$ cat src/rtl/player_controller.sv
// Player sequencer: splits frame ticks into velocity/position strobes, edge-detects
// the jump button and runs the idle/run/jump/duck/dead state machine.
module player_controller #(
  parameter int unsigned PHYS_DIV = 1
) (
  input  logic       clk,
  input  logic       rst_n,
  input  logic       frame_tick,
  input  logic       btn_up,
  input  logic       btn_down,
  input  logic       collision,
  input  logic       jump_done,
  output logic [1:0] game_tick,
  output logic       jump_pulse,
  output logic       button_down,
  output logic       phys_reset,
  output logic [2:0] player_state
);

  typedef enum logic [2:0] {
    IDLE = 3'd0,
    RUN  = 3'd1,
    JUMP = 3'd2,
    DUCK = 3'd3,
    DEAD = 3'd4
  } state_e;

  localparam logic [3:0] DIV_LAST = 4'(PHYS_DIV - 1);

  state_e     state_q, state_d;
  logic [3:0] div_q, div_d;
  logic [1:0] tick_q, tick_d;
  logic       jump_req_q, jump_req_d;
  logic       btn_up_q, btn_up_d;
  logic       jump_pulse_q, jump_pulse_d;
  logic       button_down_q, button_down_d;
  logic       phys_reset_q, phys_reset_d;
  logic       rise, alive, due, start;

  always_ff @(posedge clk or negedge rst_n) begin
    if (!rst_n) begin
      state_q       <= IDLE;
      div_q         <= '0;
      tick_q        <= '0;
      jump_req_q    <= 1'b0;
      btn_up_q      <= 1'b0;
      jump_pulse_q  <= 1'b0;
      button_down_q <= 1'b0;
      phys_reset_q  <= 1'b0;
    end else begin
      state_q       <= state_d;
      div_q         <= div_d;
      tick_q        <= tick_d;
      jump_req_q    <= jump_req_d;
      btn_up_q      <= btn_up_d;
      jump_pulse_q  <= jump_pulse_d;
      button_down_q <= button_down_d;
      phys_reset_q  <= phys_reset_d;
    end
  end

  always_comb begin
    rise  = btn_up & ~btn_up_q;
    alive = (state_q == RUN) || (state_q == JUMP) || (state_q == DUCK);
    due   = frame_tick && (div_q == DIV_LAST);
    // a due update is dropped while a T0/T1 pair is still in flight
    start = due && (tick_q == 2'b00);

    state_d       = state_q;
    div_d         = div_q;
    tick_d        = {tick_q[0], 1'b0};
    jump_req_d    = jump_req_q;
    btn_up_d      = btn_up;
    jump_pulse_d  = 1'b0;
    button_down_d = button_down_q & tick_q[0];
    phys_reset_d  = 1'b0;

    if (!alive) begin
      tick_d        = 2'b00;
      jump_req_d    = 1'b0;
      button_down_d = 1'b0;
      if (rise) begin
        state_d      = RUN;
        phys_reset_d = 1'b1;
        div_d        = '0;
      end
    end else if (collision) begin
      state_d       = DEAD;
      tick_d        = 2'b00;
      jump_req_d    = 1'b0;
      button_down_d = 1'b0;
    end else begin
      if (frame_tick) div_d = due ? 4'd0 : div_q + 4'd1;
      jump_req_d = jump_req_q | rise;
      // landing is judged in T1 using the duck request held since S
      if (tick_q[1] && state_q == JUMP && jump_done)
        state_d = button_down_q ? DUCK : RUN;
      if (start) begin
        tick_d        = 2'b01;
        button_down_d = btn_down;
        jump_req_d    = rise;
        unique case (state_q)
          RUN: begin
            if (btn_down) state_d = DUCK;
            else if (jump_req_q) begin
              state_d      = JUMP;
              jump_pulse_d = 1'b1;
            end
          end
          DUCK:    if (!btn_down) state_d = RUN;
          default: ;
        endcase
      end
    end
  end

  assign game_tick    = tick_q;
  assign jump_pulse   = jump_pulse_q;
  assign button_down  = button_down_q;
  assign phys_reset   = phys_reset_q;
  assign player_state = state_q;

endmodule
$ cat config.mk
export PLATFORM = sky130hd
export DESIGN_NAME = player_controller
export DESIGN_NICKNAME = d
export VERILOG_FILES = /design/src/rtl/player_controller.sv
export SDC_FILE = /design/constraint.sdc
export NUM_CORES = 1
export LEC_CHECK = 0
export CAP_MARGIN = 15
export CORE_MARGIN = 3
export CORE_UTILIZATION = 40
export CTS_BUF_LIST = sky130_fd_sc_hd__clkbuf_2
export DETAILED_ROUTE_END_ITERATION = 8
export HOLD_SLACK_MARGIN = 0.06
export PLACE_DENSITY = 0.73
export SLEW_MARGIN = 5
export SYNTH_ARGS = -nofsm -noshare
export SYNTH_HDL_FRONTEND = slang
export SYNTH_SLANG_ARGS = --single-unit
$ cat constraint.sdc
create_clock -name clk -period 2 [get_ports clk]
set_input_delay 0.4 -clock clk [delete_from_list [all_inputs] [get_ports clk]]
set_output_delay 0.4 -clock clk [all_outputs]
set_load 0.1 [all_outputs]
==> reports/metrics.cfg, run 1 <==
[final_layout]
final_common_cell=dfrtp_1
regArea_sq_um=350.3
syn2layout_area_growth_pct=27.85
multi_input_area_sq_um=341.6
layout_common_cells=dfrtp_1 (14), nor2_1 (7), clkdlybuf4s50_1 (6), buf_4 (6)
drive_above_1_share_pct=20.48
finalNetCount=94
antenna_cells=0
fillers=137
stdcell_area_sq_um=913.4

[floorplanning]
core_area_sq_mm=0.001594
die-area_sq_mm=0.002329
die_w_microns=48.26
die_y_microns=48.26
start_util_pct=44.82
rows=14
ioPinCount=15

[job]
maxCapViolCount=0

[route]
dr.max_layer_used=met4
route.detailed.drc=0
met3_length_microns=63
dr_total_vias=575
wire_per_inst_microns=13.55
ant_nets=0
drt_iter0_drc=5
vias_per_cell=5.374
routedLengthMet1_microns=697
met2_length_microns=678
wirelength_mm=1.450
drtPass1Iterations=4

[sta]
rsz0062_at_grt=no
final_max_slew_viol_count=0
fmax_mhz=630.4
timing.final.hold_violations=0
clock_skew_ns=0.002318
relSlewSlack_pct=57.88
worst_pin_slew_ns=0.6298
setup_viol=0
post-route-min-period_ns=1.586
setup_tns_ns=0
post-route-period-util_pct=79.31

[cts]
clkTransAtPathRegs_ns=0.12
insertion_delay_ns=0.26
cts_root_buf=clkbuf_2
cts_setup_buffers=0
cts_resized=0
cts_tree=done
htree_levels=1
clock_path_buffers=2
cts_buffers=3
cts_sinks=14
hold_buffers=0

[yosys]
synth_xor_area_share_pct=0
postSynthCellCount=66
synth_top_family_by_area=simple AND/OR/NAND/NOR gates
ys_ff_latch=14
syn_area_sq_um=714.4
ys_seq_area_share_pct=49.04
synth_compound_area_share_pct=19.44
synthMuxAreaShare_pct=1.401
ys_types=32
yosys.area_share.simple_pct=23.47
yosysWarnings=0
syn_area_per_cell_sq_um=10.82
syn_nets=75
yosys.area_share.adder_pct=3.503

[power_and_ir_drop]
max-vdd-ir-drop_mv=0.9659
p_per_area_mw_per_mm2=1438
p_leak_nw=0.4020

[worst_setup_path]
cp-end-kind=flip-flop
r2r_setup_slack_ns=0.41
startpoint_type=flip-flop
critPathMaxFanout=6
arrival_ns=1.75
crit_required_ns=2.16
reg2reg_from=div_q[0]
crit_type=reg -> reg
ff2ff_path_depth=6
r2r_end=player_state[0]

[global_routing]
grt-ovfl-total=0
antenna_found_initial=0
grt_pass1_wl_mm=2.352
grt_max_degree=15
grt.total_usage_pct=14.90
grt_pass1_vias=544

[hold_path]
holdPathStages=1
min_path_type=reg -> reg
hold_path_end=div_q[3]
min-delay-start=div_q[3]

[placement]
place.gp.congestion=0.8323
hpwlAfterDp_mm=1.118
place_area_sq_um=898.4
port-buffer-count=14

[run_status]
status=finished, final reports clean

==> stage by stage <==
step                utilization [%]  power (W)  instances  hold slack, ns  worst slack (ns)
detailed placement            56.36   0.001200        104          0.4768            0.1922
floorplan                         -  0.0009901         66          0.1044            0.1890
CTS                           57.30   0.001327        107          0.4944            0.3869
finish                        57.30   0.001314        107          0.4905            0.4137
global route                  57.30   0.001390        107          0.5168            0.2736
global placement              56.36   0.001187        104          0.4851            0.1917
==> cells in the mapped netlist <==
cell type  instances  area (sq um)
nand2b_1           1         6.260
o2111ai_1          1         8.760
o21ba_1            1         10.01
nand2b_4           1         13.76
o21ai_1            1         5.000
inv_1              3         11.26
nand2_1            3         11.26
and2_1             1         6.260
a311o_1            1         10.01
a21oi_1            2         10.01
nor2_1             7         26.28
nand3_1            4         20.02
nand4bb_4          1         27.53
mux2i_1            1         10.01
nor2b_1            2         12.51
and2b_2            1         8.760
ha_1               2         25.02
dfrtp_1           14         350.3
o31ai_1            1         7.510
buf_6              1         11.26
nor3_1             2         10.01
nand4_1            1         6.260
o41ai_1            2         17.52
a22oi_1            1         7.510
nor3b_1            1         7.510
a32o_1             1         10.01
a41oi_1            1         8.760
o22ai_1            1         6.260
or3_4              1         11.26
a22o_2             1         10.01
o21ai_0            4         20.02
o21bai_1           1         7.510
==> worst max-delay path: stages (launching register included) <==
cell	delay (ns)
dfrtp_1	0.46
inv_1	0.08
ha_1	0.19
nand4bb_4	0.14
or3_4	0.37
o22ai_1	0.17
o21ai_1	0.07
==> cell families (layout without fill, tap and decap cells) <==
| family | count (synthesis) | count (layout) |
|---|---|---|
| and+or+nand+nor | 26 | 26 |
| buffers and inverters | 4 | 21 |
| adders and majority gates | 2 | 2 |
| muxes | 1 | 1 |
| AOI/OAI and AO/OA | 19 | 19 |
| DFF | 14 | 14 |
==> cell type report <==
cell class / instances / area share (%)
clock buffers: 3 / 1.644
repair buffers: 15 / 18.08
well taps: 24 / 3.288
multi-input cells: 48 / 37.40
inverters: 3 / 1.233
flip-flops and latches: 14 / 38.36
==> registers in the layout, summed over array words and instances (netlist names) <==
name,flops
jump_pulse,1
jump_req_q,1
game_tick,2
btn_up_q,1
button_down,1
div_q,4
player_state,3
phys_reset,1
==> power by group <==
group | leakage, nW | total, W | internal, W | switching [W]
combinational | 0.204 | 0.000741 | 0.000269 | 0.000472
sequential | 0.186 | 0.000451 | 0.000341 | 0.000110
clock | 0.0125 | 0.000121 | 0.0000409 | 0.0000802
==> layer usage <==
layer  up-vias  GRT usage, %
li1        279             -
met1       281         22.00
met2        13         19.79
met3         2         4.428
met4         0         6.452
met5         -             0
==> worst max-delay path by stage <==
stage                               start         endpoint  slack (ns)  cells after the start
final                            div_q[0]  player_state[0]        0.41                      6
after global routing             div_q[0]  player_state[1]        0.27                      6
after CTS                        div_q[0]  player_state[0]        0.39                      6
after detailed placement       frame_tick  player_state[0]        0.19                      5
after global placement         frame_tick  player_state[0]        0.19                      5
after floorplan           player_state[1]  player_state[1]        0.19                      5
(Power assumes the default switching activity.)
==> run 2, diff against run 1 <==
--- a/config.mk
+++ b/config.mk
@@ -11,7 +11,7 @@
 export CTS_BUF_LIST = sky130_fd_sc_hd__clkbuf_2
 export DETAILED_ROUTE_END_ITERATION = 8
 export HOLD_SLACK_MARGIN = 0.06
-export PLACE_DENSITY = 0.73
+export PLACE_DENSITY = 0.76
 export SLEW_MARGIN = 5
 export SYNTH_ARGS = -nofsm -noshare
 export SYNTH_HDL_FRONTEND = slang
==> constraint.sdc (replaced) <==
create_clock -name clk -period 1.3 [get_ports clk]
set_input_delay 0.26 -clock clk [delete_from_list [all_inputs] [get_ports clk]]
set_output_delay 0.26 -clock clk [all_outputs]
set_load 0.1 [all_outputs]
==> run 2 against run 1 <==
The flow now finishes with violations (setup timing). Flip-flop and latch count unchanged. Cell area up 32%. Fmax is 6.2% higher. Critical path depth unchanged. Worst setup slack worse by 0.61 ns. Clock power increased by 73%. Global-route usage is 2.4 points higher. Count of clock-buffer cells in the layout unchanged.
==> reports/metrics.cfg, run 2 (synthesis results as in run 1) <==
[run_status]
status=complete, but fails checks
violations=setup timing

[route]
dr.max_layer_used=met4
met2_length_microns=947
met3_length_microns=121
route.detailed.drc=0
wire_per_inst_microns=14.38
ant_nets=0
drt_iter0_drc=24
vias_per_cell=5.236
dr_total_vias=665
drtPass1Iterations=4
wirelength_mm=1.826
routedLengthMet1_microns=732

[placement]
place_area_sq_mm=0.001071
place.gp.congestion=0.8226
port-buffer-count=14
hpwlAfterDp_mm=1.156
place_inst=115

[sta]
setup_slack_ns=-0.1938
setup_tns_ns=-0.6320
setup_viol=9
timing.final.hold_violations=0
worst_pin_slew_ns=0.2751
relSlewSlack_pct=81.42
final_max_slew_viol_count=0
clock_skew_ns=0.001803
post-route-min-period_ns=1.494
post-route-period-util_pct=114.9
fmax_mhz=669.4
rsz0062_at_grt=yes

[floorplanning]
ioPinCount=15
die_w_microns=48.26
die-area_sq_mm=0.002329
rows=14
die_y_microns=48.26
core_area_sq_mm=0.001594
start_util_pct=44.82

[job]
maxCapViolCount=0

[global_routing]
grt_max_degree=15
antenna_found_initial=0
grt-ovfl-total=0
grt_pass1_wl_mm=2.691
grt.total_usage_pct=17.29
grt_pass1_vias=622

[final_layout]
largest_reg_flops=4
stdcell_area_sq_mm=0.001204
layout_common_cells=buf_4 (17), dfrtp_1 (8), buf_12 (8)
final_common_cell=buf_4
instances_no_fill=127
antenna_cells=0
regArea_sq_um=365.4
drive_above_1_share_pct=52.43
fillers=102
regMostFlops=div_q
finalNetCount=113
syn2layout_area_growth_pct=68.48
final_util_pct=75.51
multi_input_area_sq_um=396.6

[cts]
hold_buffers=0
htree_levels=1
cts_buffers=3
cts_sinks=14
insertion_delay_ns=0.28
clock_path_buffers=2
clkTransAtPathRegs_ns=0.14
cts_tree=done
cts_root_buf=clkbuf_2

[power_and_ir_drop]
p_leak_nw=0.5189
max-vdd-ir-drop_mv=1.629
p_per_area_mw_per_mm2=2219

[worst_setup_path]
startpoint_type=flip-flop
critPathMaxFanout=4
cp-end-kind=flip-flop
arrival_ns=1.67
crit_type=reg -> reg
crit_required_ns=1.47

[hold_path]
min_path_type=in -> async

run 2: layout make-up:
| cell class | count | area share, % |
|---|---|---|
| Multi-Input combinational cell | 48 | 32.95 |
| Timing Repair Buffer | 34 | 31.70 |
| Sequential cell | 14 | 30.35 |
| Tap cell | 24 | 2.495 |
| Clock buffer | 3 | 1.247 |
| Inverter | 3 | 0.9356 |
| Clock inverter | 1 | 0.3119 |
run 2: power breakdown:
part / internal [W] / total [W] / switching [W] / leakage (nW)
sequential: 0.000554 / 0.000696 / 0.000142 / 0.177
combinational: 0.000828 / 0.00176 / 0.000937 / 0.328
clock: 0.0000668 / 0.000209 / 0.000143 / 0.0140
total: 0.00145 / 0.00267 / 0.00122 / 0.519
run 2: what timing repair did:
action,4_1_cts,5_1_grt
gates cloned,0,0
resized for setup,7,6
pin swaps,1,2
buffers inserted,5,4
endpoints found under the setup margin,9,13
run 2: through the flow:
step                hold slack, ns  power [W]  setup WS, ns
floorplan                 -0.03559   0.001598       -0.1688
global placement            0.5532   0.002081       -0.3022
detailed placement          0.5527   0.002123       -0.3463
CTS                         0.2691   0.002521       -0.1363
global route                0.2609   0.002821       -0.2681
finish                      0.2631   0.002670       -0.1938
run 2: routing by layer:
layer  GRT usage (%)  vias to the layer above
met3           3.321                        5
li1                -                      319
met2           28.13                       30
met5               0                        -
met1           21.92                      311
met4           8.065                        0
run 2: final timing paths:
| kind | start | endpoint | slack, ns | cells after the start |
|---|---|---|---|---|
| worst max register to register | div_q[1] | player_state[0] | -0.19 | 6 |
| worst min register to register | div_q[2] | div_q[2] | 0.57 | 2 |
| worst min-delay path | rst_n | player_state[1] | 0.26 | 2 |
| worst max-delay path | div_q[1] | player_state[0] | -0.19 | 6 |
| max in group asynchronous | rst_n | player_state[0] | 0.85 | 2 |
| min in group clk | btn_up | btn_up_q | 0.45 | 1 |
run 2: worst max-delay path: stages, from the launching register on:
cell and delay (ns):
dfrtp_1 0.41, inv_2 0.07, ha_4 0.14, nand4bb_4 0.12, or3_4 0.38, o22ai_2 0.19, o21ai_2 0.07
==> run 3, diff against run 2 <==
--- a/config.mk
+++ b/config.mk
@@ -11,7 +11,7 @@
 export CTS_BUF_LIST = sky130_fd_sc_hd__clkbuf_2
 export DETAILED_ROUTE_END_ITERATION = 8
 export HOLD_SLACK_MARGIN = 0.06
-export PLACE_DENSITY = 0.76
+export PLACE_DENSITY = 0.73
 export SLEW_MARGIN = 5
 export SYNTH_ARGS = -nofsm -noshare
 export SYNTH_HDL_FRONTEND = slang
==> constraint.sdc (replaced) <==
create_clock -name clk -period 1.4 [get_ports clk]
set_input_delay 0.28 -clock clk [delete_from_list [all_inputs] [get_ports clk]]
set_output_delay 0.28 -clock clk [all_outputs]
set_load 0.1 [all_outputs]
==> run 3 against run 2 <==
Sequential power shrank 6.6%. Global-route usage grew 0.70 points. Register-to-register slack gained 0.098 ns. Clock power shrank 2%. Clock skew grew 0.016 ns. Routed wire length shrank 2.4%. The run still ends with setup timing left. Total power shrank 15%. Utilization shrank 4.5 points. Die area is the same.
==> reports/metrics.cfg, run 3 (synthesis results as in run 1) <==
[worst_setup_path]
startpoint_type=flip-flop
crit_required_ns=1.63
arrival_ns=1.72
path_cells=inv_1, ha_2, nand4bb_4, or3_4, buf_4, nor2_4
crit_type=reg -> reg
path_buf_inv=2
r2r_setup_slack_ns=-0.1
ff2ff_path_depth=6
crit_end=game_tick[0]
cp-end-kind=flip-flop
path_depth=6
r2r_end=game_tick[0]
reg2reg_from=div_q[1]
cpMaxStageDelayCell=dfrtp_1
critPathLaunch=div_q[1]
cp_top_family=simple AND/OR/NAND/NOR gates
critPathMaxFanout=4
critical_path.max_stage_delay_ns=0.41

[power_and_ir_drop]
share_seq_of_total_power_pct=28.8
internal_power_w=0.001192
p_leak_nw=0.4766
p_per_area_mw_per_mm2=1995
sw_frac_of_total_pct=47.26
clockPowerShare_pct=9.1
totalPowerFinal_w=0.002259
power_switching_w=0.001068
max-vdd-ir-drop_mv=1.107
combPwrFrac_pct=62.1

[hold_path]
min_path_type=in -> async

[final_layout]
antenna_cells=0
largest_reg_flops=4
regMostFlops=div_q
fillers=110
multi_input_area_sq_um=381.6
finalNetCount=107
drive_above_1_share_pct=45.36
final_common_cell=buf_4
syn2layout_area_growth_pct=58.49
instances_no_fill=121
regArea_sq_um=365.4
final_util_pct=71.04
layout_common_cells=buf_4 (14), dfrtp_1 (8), buf_12 (8)

[floorplanning]
die_w_microns=48.26
die-area_sq_mm=0.002329
die_y_microns=48.26
rows=14
ioPinCount=15
core_area_sq_mm=0.001594
start_util_pct=44.82

[route]
drtPass1Iterations=4
route.detailed.drc=0
wirelength_mm=1.782
dr_total_vias=634
vias_per_cell=5.240
drt_iter0_drc=12
ant_nets=0
wire_per_inst_microns=14.73

[cts]
htree_levels=1
cts_tree=done
clock_path_buffers=2
hold_buffers=0
cts_sinks=14
cts_root_buf=clkbuf_2
insertion_delay_ns=0.30
cts_buffers=3
clkTransAtPathRegs_ns=0.16

[sta]
post-route-period-util_pct=106.8
clock_skew_ns=0.01825
setup_viol=5
timing.final.hold_violations=0
worst_pin_slew_ns=0.3433
fmax_mhz=668.7
rsz0062_at_grt=yes
final_max_slew_viol_count=0
post-route-min-period_ns=1.495
relSlewSlack_pct=77.07
setup_tns_ns=-0.2698
setup_slack_ns=-0.09538

[global_routing]
grt_pass1_wl_mm=2.842
grt-ovfl-total=0
grt.total_usage_pct=17.99
antenna_found_initial=0
grt_max_degree=15
grt_pass1_vias=645

[placement]
place_inst=114
hpwlAfterDp_mm=1.269
place.gp.congestion=0.8431
port-buffer-count=14

[run_status]
status=complete, but fails checks
violations=setup timing

[job]
maxCapViolCount=0

==> run 3: per-stage QoR <==
step	setup slack (ns)	hold slack [ns]	instance area, sq um
3_3_place_gp	-0.2347	0.4749	1064
6_report	-0.09538	0.2707	1132
4_1_cts	-0.07384	0.2869	1082
5_1_grt	-0.1822	0.2730	1132
3_5_place_dp	-0.2592	0.4782	1064
2_1_floorplan	-0.06907	-0.01559	742.0
==> run 3: power groups by stage <==
stage	Sequential, W	Clock (W)	Combinational, W
after detailed placement	0.000661	0	0.00129
after CTS	0.000652	0.000206	0.00129
after global routing	0.000672	0.000231	0.00149
final	0.000650	0.000205	0.00140
after floorplan	0.00101	0	0.000475
after global placement	0.000656	0	0.00126
==> run 3: worst min path at each step <==
stage / slack (ns) / end
floorplan: -0.02 / btn_up_q
global placement: 0.47 / div_q[3]
detailed placement: 0.48 / div_q[3]
CTS: 0.29 / player_state[2]
global route: 0.27 / player_state[0]
finish: 0.27 / player_state[2]
==> run 3: layout make-up <==
cell class	count	area share (%)
repair buffers	28	28.73
clock buffers	3	1.326
clock inverters	1	0.3315
flip-flops and latches	14	32.27
well taps	24	2.652
multi-input cells	48	33.70
inverters	3	0.9945
==> run 3: layer usage <==
| metal | global-route usage (%) | routed length [microns] |
|---|---|---|
| met5 | 0 | 0 |
| met4 | 8.065 | 25 |
| met3 | 4.797 | 101 |
| met2 | 26.82 | 834 |
| met1 | 24.21 | 820 |
==> run 3: what timing repair did <==
item / 4_1_cts / 5_1_grt
gates cloned: 0 / 0
pin swaps: 0 / 1
endpoints found under the setup margin: 4 / 8
setup buffers: 0 / 3
resized for setup: 0 / 6
==> variant 1, RTL diff (config.mk and constraints of run 1) <==
Put one more register stage on the output `game_tick`, cleared by the reset. The value now appears one clock later. The other outputs are not delayed to match.
--- a/src/rtl/player_controller.sv
+++ b/src/rtl/player_controller.sv
@@ -115,5 +115,11 @@
   end
 
-  assign game_tick    = tick_q;
+  always_ff @(posedge clk or negedge rst_n) begin
+    if (!rst_n) begin
+      game_tick <= '0;
+    end else begin
+      game_tick <= tick_q;
+    end
+  end
   assign jump_pulse   = jump_pulse_q;
   assign button_down  = button_down_q;
Formal check against the unedited RTL: not equivalent (Yosys sat finds a counterexample within 4 cycles, from zero or initial values and one cycle with rst_n low).
==> variant 1 against run 1 <==
  * Sequential cell count is 2 higher
  * Cell count is 7.5% higher
  * Total power is 8.3% lower
  * Worst setup slack worse by 0.044 ns
  * Critical path depth is 2 lower
  * Routed wire length is 11% higher
  * Synthesized area is 6.7% higher
  * Design area is 4.0% higher
  * Highest routed layer is now met3
==> variant 1: results (changes against run 1) <==
stage;metric;value;unit;change
outcome;outcome;finished, final reports clean;;
cells_and_area;count of non-CTS inverters in the layout;4;;+1
power;Cell Int Power;0.616;mW;-5.5%
yosys;post-synthesis mux area share;0.0131;;-0.000874
routing;M1 WL;674;um;-3.3%
placement;cell count after placement;112;;+7.7%
worst_setup_path;RR Endpoint;player_state[1];;
worst_setup_path;cells on worst reg2reg path;4;;-2
sta;Hold Slack;0.411;ns;-0.0790 ns
global_route;largest net degree at the start of global routing;17;;+2
routing;via count;639;;+11%
global_route;Total GRT Usage;0.155;;+0.00571
yosys;compound-gate portion of the synthesized area;0.158;;-0.0368
clock_network;Worst-Skew Late Latency;0.28;ns;+0.02 ns
worst_setup_path;family with the most delay on the worst path;compound AO/OA/AOI/OAI gates;;
cells_and_area;Non-Filler Instances;115;;+7.5%
cells_and_area;layout cells sized above 1;0.189;;-0.0159
routing;wire length on met3;164;um;+160%
yosys;main area contributors after synthesis;dfrtp_1 53%, o21ai_0 3.9%, nand2_1 3.9%;;
global_route;GR Util met2;0.249;;+0.0510
yosys;Yosys cell types;31;;-3.1%
placement;Post-DP HPWL;1200;um;+7.4%
cells_and_area;clk tree area frac;0.0158;;-0.000628
power;VDD IR max;0.000982;V;+1.6%
clock_network;Sink Count;16;;+2
cells_and_area;NonClk Buf Share;0.161;;-0.0201
sta;clock skew;0.000508;ns;-0.00181 ns
clock_network;clk slew on worst S/H paths;0.15;ns;+0.03 ns
cells_and_area;# fillers;172;;+26%
yosys;Mapped Cells;73;;+11%
placement;GP Congestion;0.877;;+5.3%
routing;max layer used;met3;;
placement;area of placed instances;935;sq um;+4.0%
floorplanning;# Taps;25;;+4.2%
clock_network;Resized Gates After CTS;0;;unchanged
global_route;M3 GR Usage;0.0665;;+0.0222
worst_setup_path;Crit Path Max Fanout;11;;+5
global_route;grt met1 use;0.194;;-0.0257
routing;met2 WL;777;um;+15%
sta;slew margin rel.;0.757;;+0.178
global_route;first-pass GRT wire length;2950;um;+26%
cells_and_area;register area;400;sq um;+14%
power;power share of the sequential group;0.373;;+0.030
routing;Routed wire per std cell;14.1;um;+3.7%
worst_setup_path;max incr delay on CP;0.50;ns;+0.04 ns
cells_and_area;final instance area;950;sq um;+4.0%
placement;Setup WS pre-CTS;0.201;ns;+0.00876 ns
yosys;Synthesized Nets;82;;+9.3%
sta;Max Fclk;0.613;GHz;-2.7%
power;Clk pwr share;0.117;;+0.025
yosys;most frequent cells after synthesis;16 x dfrtp_1, 8 x nand2_1, 7 x nor2_1;;
worst_setup_path;reg-to-reg critical path startpoint;player_state[2];;
-- variant 1: cell count changes in the layout (fill, tap and decap cells not counted), sizes merged, moves of 2 or more --
cell,run 1,this run
dfrtp,14,16
nand3,4,1
nand2,3,8
o21ai,5,7
o41ai,2,0
-- variant 1: kinds of logic after synthesis --
logic type / Yosys count
DFF: 16
adders and majority gates: 2
and+or+nand+nor: 31
buffers and inverters: 5
muxes: 1
AOI/OAI and AO/OA: 18
-- variant 1: worst reg2reg max path: cells and delay by family (launching register included) --
kind,cells,cell delay [ns]
simple gates,2,0.45
flops,1,0.50
compound gates,2,0.64
-- variant 1: how the worst max path moves through the flow --
| stage | startpoint | to | depth (start not counted) |
|---|---|---|---|
| 6_report | player_state[2] | player_state[1] | 4 |
| 5_1_grt | player_state[2] | player_state[1] | 4 |
| 4_1_cts | player_state[2] | player_state[1] | 4 |
| 3_5_place_dp | frame_tick | player_state[1] | 5 |
| 3_3_place_gp | frame_tick | player_state[0] | 5 |
| 2_1_floorplan | player_state[1] | div_q[3] | 5 |
==> variant 2, RTL diff (config.mk and constraints of run 1) <==
Made on the original files. Make the reset (`rst_n`) synchronous in one clocked block.
--- a/src/rtl/player_controller.sv
+++ b/src/rtl/player_controller.sv
@@ -38,5 +38,5 @@
   logic       rise, alive, due, start;
 
-  always_ff @(posedge clk or negedge rst_n) begin
+  always_ff @(posedge clk) begin
     if (!rst_n) begin
       state_q       <= IDLE;
Behaviour: differs if rst_n is asserted again (counterexample within 4 cycles, from zero or initial values and one cycle with rst_n low); with rst_n held inactive, the same outputs for 10 cycles.
==> variant 2 against run 1 <==
  * Die area fell by 8.6%
  * Core utilization up 3.1 points
  * Design area down 7.5%
  * Critical path depth is the same
  * Global-route usage fell by 0.95 points
  * Sequential cell count is the same
  * Clock skew grew 0.00070 ns
  * Worst setup slack got worse by 0.17 ns
  * Non-clock buffer count did not move
  * Synthesized area is 9.8% lower
  * Routed wire length fell by 12%
  * Critical endpoint is now player_state[0]
Power is not compared: it rests on default switching activity, and its combinational part moved more than twofold at a synthesized area within 25%.
==> variant 2: results (changes against run 1) <==
stage;metric;value;unit;change
routing;via count;557;;-3.1%
routing;drt first pass iters;4;;unchanged
worst_setup_path;reg-to-reg critical path startpoint;div_q[0];;
hold_path;origin of the worst min-delay path;jump_req_q;;
cells_and_area;n_diodes;0;;unchanged
worst_setup_path;Crit Path Max Fanout;4;;-2
worst_setup_path;Worst R2R Setup Slack;0.24;ns;-0.17 ns
hold_path;hold depth;2;;+1
global_route;Total GRT Usage;0.140;;-0.00946
hold_path;Worst Hold End;jump_req_q;;
power;VDD IR max;0.000339;V;
clock_network;CTS root buf;clkbuf_2;;
power;Leak;0.337;nW;
placement;area of placed instances;830;sq um;-7.7%
yosys;sequential share of the synthesized area;0.435;;-0.0554
routing;total wire length;1280;um;-12%
global_route;largest net degree at the start of global routing;10;;-5
global_route;antenna violations before repair;0;;unchanged
clock_network;total CTS buffers;3;;unchanged
clock_network;Resized Gates After CTS;0;;unchanged
clock_network;Worst-Skew Late Latency;0.27;ns;
yosys;main area contributors after synthesis;dfxtp_1 43%, nor2_1 4.7%, ha_1 3.9%;;
cells_and_area;# fillers;120;;-12%
hold_path;HP Class;register to register;;
cells_and_area;Final #Nets;95;;+1.1%
routing;initial DRC count;24;;+19
yosys;ys flop type;dfxtp_1;;
worst_setup_path;Arrival @ worst endpoint;1.93;ns;+0.18 ns
global_route;first-pass GRT wire length;2090;um;-11%
yosys;Synthesized Nets;75;;unchanged
sta;Worst Tran Pin Value;0.327;ns;-0.303 ns
placement;GP Congestion;0.721;;-13%
yosys;Post-synth ARST share;0;;-1.00
outcome;outcome;finished, final reports clean;;
worst_setup_path;cells on worst reg2reg path;6;;unchanged
yosys;most frequent cells after synthesis;14 x dfxtp_1, 8 x nor2_1, 5 x nand2_1;;
worst_setup_path;RR Endpoint;player_state[0];;
sta;clock skew;0.00302;ns;+0.000700 ns
global_route;vias in the first global route;490;;-9.9%
yosys;Yosys cell types;32;;unchanged
placement;Post-DP HPWL;996;um;-11%
cells_and_area;layout cells sized above 1;0.202;;-0.00244
clock_network;CTS max path bufs;2;;unchanged
variant 2: power by group:
group          internal [mW]  switching [mW]
registers              0.290          0.0157
logic                 0.0580          0.0984
clock network         0.0409          0.0834
total                  0.389           0.197
variant 2: area by class of cell:
cell class	instances	area share
multi-input combinational	50	0.422
sequential	14	0.333
timing repair buffer	15	0.196
inverter	2	0.00889
clock buffer	3	0.0178
tap	15	0.0222
variant 2: how the worst max path moves through the flow:
stage | startpoint | to
3_5_place_dp | frame_tick | player_state[0]
6_report | div_q[0] | player_state[0]
5_1_grt | div_q[0] | player_state[0]
4_1_cts | div_q[0] | player_state[0]
3_3_place_gp | frame_tick | player_state[0]
2_1_floorplan | player_state[1] | div_q[3]
variant 2: metal layers:
metal,vias up,track usage,routed length (um)
met3,4,0.0234,60
li1,280,-,-
met5,-,0,0
met1,259,0.199,606
met2,14,0.184,581
met4,0,0.102,33
variant 2: kinds of logic after synthesis:
group,share of synthesized area
flops,0.435
buf+inv,0.0117
xor+xnor,0.0408
compound gates,0.146
fa+ha+maj,0.0388
simple gates,0.328
variant 2: worst max-delay path: stages (launching register included):
cell     delay, ns
dfxtp_1       0.34
inv_1         0.09
ha_1          0.14
or3b_4        0.40
nor4b_4       0.30
nand4_1       0.16
a31o_1        0.24
variant 2: per-stage QoR:
step / worst slack, ns / hold slack [ns] / instances / total power, mW / util
after global routing: 0.111 / 0.531 / 99 / 0.609 / 0.604
final: 0.241 / 0.505 / 99 / 0.587 / 0.604
after global placement: 0.261 / 0.473 / 96 / 0.467 / 0.593
after floorplan: 0.0193 / 0.446 / 66 / 0.417 / -
after detailed placement: 0.229 / 0.486 / 96 / 0.468 / 0.593
after CTS: 0.242 / 0.503 / 99 / 0.587 / 0.604
